**src/rtl/mem_iface.sv**
```systemverilog
// mem_iface: LC-3 MAR/MDR and memory-cycle handshake returning the ready bit.
// Define MMIO_EN to decode KBSR/KBDR/DSR/DDR (0xFE00-0xFE06) locally.
module mem_iface (
  input  logic        clk,
  input  logic        rst,
  input  logic [15:0] bus_in,
  input  logic        ld_mar,
  input  logic        ld_mdr,
  input  logic        mio_en,
  input  logic        r_w,
  output logic [15:0] mdr_out,
  output logic        mem_r,
  output logic [15:0] mem_addr,
  output logic [15:0] mem_wdata,
  output logic        mem_req,
  output logic        mem_we,
  input  logic [15:0] mem_rdata,
  input  logic        mem_ack,
  input  logic        kb_strobe,
  input  logic [7:0]  kb_char,
  input  logic        disp_ready,
  output logic [7:0]  disp_char,
  output logic        disp_strobe
);
  typedef enum logic [1:0] {IDLE, BUSY, DONE, HOLD} state_t;
  state_t state, state_nx;
  logic [15:0] mar, mdr, local_rdata;
  logic we, local_hit, start;
  assign start = state == IDLE && mio_en;
`ifdef MMIO_EN
  logic kb_full, ddr_wr;
  logic [7:0] kb_buf;
  assign local_hit = mar[15:3] == 13'h1fc0 && !mar[0];
  always_comb
    local_rdata = mar[2:1] == 2'd0 ? {kb_full, 15'b0} :
                  mar[2:1] == 2'd1 ? {8'h00, kb_buf} :
                  mar[2:1] == 2'd2 ? {disp_ready, 15'b0} : 16'h0000;
  // a keyboard strobe beats the KBDR read-clear on the same edge
  always_ff @(posedge clk or posedge rst)
    if (rst) begin
      kb_full <= 1'b0;
      kb_buf <= 8'h00;
      ddr_wr <= 1'b0;
      disp_char <= 8'h00;
    end else begin
      if (kb_strobe) begin
        kb_full <= 1'b1;
        kb_buf <= kb_char;
      end else if (start && local_hit && !r_w && mar[2:1] == 2'd1)
        kb_full <= 1'b0;
      if (start)
        ddr_wr <= local_hit && r_w && mar[2:1] == 2'd3;
      if (start && local_hit && r_w && mar[2:1] == 2'd3)
        disp_char <= mdr[7:0];
    end
  assign disp_strobe = state == DONE && ddr_wr;
`else
  logic unused_mmio;
  assign unused_mmio = ^{kb_strobe, kb_char, disp_ready};
  assign local_hit = 1'b0;
  assign local_rdata = 16'h0000;
  assign disp_char = 8'h00;
  assign disp_strobe = 1'b0;
`endif
  always_ff @(posedge clk or posedge rst)
    if (rst) begin
      state <= IDLE;
      mar <= 16'h0000;
      mdr <= 16'h0000;
      we <= 1'b0;
    end else begin
      state <= state_nx;
      if (state == IDLE) begin
        if (ld_mar) mar <= bus_in;
        if (ld_mdr) mdr <= bus_in;
        if (mio_en) we <= r_w;
        if (start && local_hit && !r_w) mdr <= local_rdata;
      end
      if (state == BUSY && mem_ack && !we) mdr <= mem_rdata;
    end
  always_comb begin
    state_nx = state;
    case (state)
      IDLE: if (mio_en) state_nx = local_hit ? DONE : BUSY;
      BUSY: if (mem_ack) state_nx = DONE;
      DONE: state_nx = HOLD;
      HOLD: if (!mio_en) state_nx = IDLE;
    endcase
  end
  assign mem_req = state == BUSY;
  assign mem_we = mem_req && we;
  assign mem_r = state == DONE;
  assign mdr_out = mdr;
  assign mem_addr = mar;
  assign mem_wdata = mdr;
endmodule

```
**config.mk**
```make
export PLATFORM = sky130hd
export DESIGN_NAME = mem_iface
export DESIGN_NICKNAME = d
export VERILOG_FILES = /design/src/rtl/mem_iface.sv
export SDC_FILE = /design/constraint.sdc
export NUM_CORES = 1
export LEC_CHECK = 0
export BUFFER_PORTS_ARGS = -buffer_cell sky130_fd_sc_hd__buf_4
export CORE_ASPECT_RATIO = 1.4
export CORE_MARGIN = 2
export CORE_UTILIZATION = 46
export DETAILED_ROUTE_END_ITERATION = 12
export PLACE_DENSITY = 0.83
export SLEW_MARGIN = 20
export SYNTH_ARGS = -nofsm -noshare
export SYNTH_HDL_FRONTEND = slang
export SYNTH_SLANG_ARGS = --single-unit
export TNS_END_PERCENT = 5
```
**constraint.sdc**
```tcl
create_clock -name clk -period 4.61 [get_ports clk]
set_input_delay 0.922 -clock clk [delete_from_list [all_inputs] [get_ports clk]]
set_output_delay 0.922 -clock clk [all_outputs]
set_load 0.01 [all_outputs]
```
; ---- After elaboration in Yosys (flattened, before gate mapping)
; Cells that the tools add are included.
[totals]
out_inout_bits = 60
reg_bits = 35
[classes]
muxes = 7
n_eq_ne = 6
n_reduce_logical = 11
[ops]
columns = cell, n
row1 = 2-to-1 mux 16 bit, 3
row2 = one-hot mux 2 bit (4 select lines), 1
row3 = 2-to-1 mux 2 bit, 3
row4 = AND reduction 2 bit, 3
row5 = "equality test 2 bit, second input constant", 2
row6 = "!= test 2 bit, second input constant", 2
row7 = nonzero test 2 bit, 2
row8 = logical AND 1 bit, 3
row9 = AND reduction 3 bit, 1
row10 = "equality test 2 x 1 -> 1 bit, second input constant", 1
row11 = zero test 2 bit, 1
row12 = "!= test 2 x 1 -> 1 bit, second input constant", 1
row13 = zero test 1 bit, 1

; ---- Depth between registers and ports, before layout
[depth]
depth_word = 5
ltp_mapped = 6
ltp_nobuf = 5

; ---- Worst setup path after synthesis
; OpenSTA, ideal clock, no wires.
[synth_timing]
path_kind = reg-to-output
from = register state[1]
to = output port mem_we
setup_slack_ns = 2.857
path_stages_with_launch = 4
arrival_time_ns = 0.831
required_ns = 3.688
path_cell_list = dfrtp_1 inv_1 ha_1 and2_1
[synth_via]
elab_chain_cells = 2
[synth_rtl]
columns = item, line
row1 = "start, declared", 26  ; state_t state, state_nx;
row2 = "start signal, assigned", 72  ; state <= state_nx;
row3 = equality test 2 x 1 -> 1 bit, 90  ; assign mem_req = state == BUSY;
row4 = logical AND 1 bit, 91  ; assign mem_we = mem_req && we;
row5 = "end, declared", 16  ; output logic mem_we,
; Every way passes these cells.

; ---- Worst setup path after layout
; Same ends and word-level chain as after synthesis.

==> flow_summary_export.csv <==
group,metric,value,unit
logic_synthesis,synth_compound_area_share,6.348,%
global_route,gr-total-overflow,0,
sta,rsz0062_at_grt,"false",
drt,via_count,1305,
sta,period_share,48.01,%
drt,vias_per_cell,4.851,
global_route,track_usage,17.03,%
critical_path,worstPathArrival,1290,ps
sta,drv_slew,0,
global_route,antenna_found_initial,0,
critical_path,crit_path_end_kind,"output port",
clocking,post_cts_resized,0,
logic_synthesis,yosysTopAreaCell,"dfrtp_1",
critical_path,worst_path_max_delay_cell,"dfrtp_1",
clocking,cts.sinks,35,
drt,ant_nets,0,
logic_synthesis,netlist_instances,151,
global_route,grt_pass1_wl,5.754,mm
critical_path,worstPathCellList,"inv_1 > ha_1 > and2_1 > buf_4",
sta,period_needed,2213,ps
critical_path,required,3690,ps
clocking,clkLatencyLatePin,280,ps
flow_run,cap_viol_max_count,0,
final_layout,area_growth,35.95,%
sta,setup_tns,0,ps
placement,place_congestion,0.7837,
power_and_ir_drop,finalPower,0.001645,W
die,die_h,77.07,microns
sta,hold_viol,0,
critical_path,cp_slowest_stage_delay,390,ps
drt,dr.first_iter.drc_count,26,
sta,max_freq,451.8,MHz
final_layout,diodes,0,
logic_synthesis,synth_seq_cells,35,
die,fp.dieW,56.19,microns
placement,post-place-ws,2677,ps
power_and_ir_drop,power_density,689.9,mW/mm^2
logic_synthesis,synth_top_family_by_area,"multiplexers",
logic_synthesis,synthAdderAreaFrac,3.566,%
sta,setup_viol,0,
global_route,grt_max_degree,36,
run_status,status,"finished clean",
global_route,grt_pass1_vias,1292,
critical_path,path_class,"reg -> out",
clocking,cts_root_buf,"clkbuf_8",
clocking,cts_made_buffers,5,
logic_synthesis,syn_avg_cell_area,11.62,sq um
logic_synthesis,yosys.area_share.simple,5.706,%
clocking,post_cts_buffers,0,
logic_synthesis,synthXorXnorAreaFrac,0,%
logic_synthesis,ys_seq_area_share,49.93,%
worst_hold_path,hold_path_class,"reg -> reg",
logic_synthesis,netlist.area_leader.share,49.93,%
clocking,cts_max_level,2,
drt,drt-pass1-iter-count,4,
drt,drc,0,
placement,place_hpwl,2.641,mm
drt,finalWirelength,3.548,mm
die,core_area,0.003643,sq mm
sta,hold-worst-slack,504.2,ps
sta,maxSlewHeadroom,63.88,%
logic_synthesis,synthTopCellsByArea,"dfrtp_1 (50%), mux2_2 (12%), buf_4 (11%), mux2i_1 (9.1%), a21oi_1 (4.6%)",
power_and_ir_drop,leakagePower,1.282,nW
die,rows,26,
logic_synthesis,synth_area,0.001754,sq mm
die,ios,109,
clocking,clk_pin_slew,70,ps
clocking,cts_hold_buf,0,
power_and_ir_drop,peakVddDrop,497.3,uV
sta,tightest_slew,539.8,ps
logic_synthesis,yosysUniqueCellTypes,20,
die,initial_core_util,48.15,%
clocking,cts_tree,"yes",
logic_synthesis,ys_warn_count,0,
critical_path,crit_fanout,4,
drt,wire_per_inst,13.19,microns
clocking,clock_path_buffers,2,
placement,numPortBuffers,89,
die,dieArea,0.004330,sq mm
logic_synthesis,synth_mux_area_share,20.68,%
sta,fin_skew,8.574,ps
final_layout,drive_above_1_share,52.42,%
sta,setup_slack,2397,ps
critical_path,startpoint_type,"flip-flop",
final_layout,nNetsFinal,281,
-- final cells by class --
class / instances / area, sq um
Fill cell: 318 / 1259
Sequential cell: 35 / 875.8
Timing Repair Buffer: 91 / 683.2
Multi-Input combinational cell: 90 / 670.6
Clock buffer: 6 / 82.58
Tap cell: 42 / 52.55
Inverter: 4 / 15.01
Clock inverter: 1 / 5.005
-- cell usage after synthesis (all sizes together) --
master	n
dfrtp	35
buf	28
mux2	18
nor2	17
a21oi	16
mux2i	16
ha	5
inv	4
nand2	3
clkbuf	2
a221oi	1
a22oi	1
a2bb2oi	1
and2	1
conb	1
nand3b	1
nor2b	1
-- state kept, by name, summed over array words and instances (netlist names) --
| name | count |
|---|---|
| mem_addr | 16 |
| we | 1 |
| state | 2 |
| mdr_out | 16 |
-- power by group --
part           switching, W  internal [W]
registers          0.000105      0.000468
clock network      0.000102      0.000117
logic              0.000368      0.000485
total              0.000575       0.00107
-- kinds of logic after synthesis --
kind of cell               Yosys count
buffers and inverters               34
muxes                               34
DFF                                 35
and+or+nand+nor                     23
adders and majority gates            5
AOI/OAI and AO/OA                   19
other                                1
-- layer usage --
metal / wire length, microns / GRT usage, %
met5: 0 / 0
met4: 84 / 7.619
met3: 299 / 6.071
met2: 1814 / 28.59
met1: 1350 / 19.17
-- stage by stage --
stage / cell area (sq um) / utilization, % / instances
floorplan: 1784 / - / 159
global placement: 2297 / 63.05 / 262
detailed placement: 2297 / 63.05 / 262
CTS: 2385 / 65.45 / 269
global route: 2385 / 65.45 / 269
finish: 2385 / 65.45 / 269
-- final timing paths --
path                                         start                       to  slack, ps  cells past startpoint
min in group asynchronous                      rst     state[1]$_DFFE_PP0P_        730                      3
max reg2reg                   state[0]$_DFFE_PP0P_   mdr_out[2]$_DFFE_PP0P_       2910                      5
max in group asynchronous                      rst  mem_addr[7]$_DFFE_PP0P_       3550                      3
min                        mem_addr[0]$_DFFE_PP0P_  mem_addr[0]$_DFFE_PP0P_        500                      1
max                           state[1]$_DFFE_PP0P_                   mem_we       2400                      4
min reg2reg                mem_addr[0]$_DFFE_PP0P_  mem_addr[0]$_DFFE_PP0P_        500                      1
-- critical path, delay by kind of cell, from the launching register on --
kind,cells,cell delay (ps)
and+or+nand+nor,1,160
adders and majority gates,1,220
DFF,1,390
buffers and inverters,2,230
-- cell usage in the layout (no fill, tap or decap) --
cell / netlist / final
a21oi_1: 16 / 16
a221oi_2: 1 / 1
a22oi_1: 1 / 1
a2bb2oi_1: 1 / 1
and2_1: 1 / 1
buf_4: 25 / 91
clkbuf_8: 0 / 6
clkinv_2: 0 / 1
conb_1: 1 / 9
dfrtp_1: 35 / 35
ha_1: 5 / 5
inv_1: 4 / 4
mux2_2: 18 / 18
mux2i_1: 16 / 16
nand2_1: 1 / 1
nand2_2: 2 / 2
nand3b_1: 1 / 1
nor2_1: 17 / 17
nor2b_1: 1 / 1
Note: power is estimated with default switching activity, not from simulation.
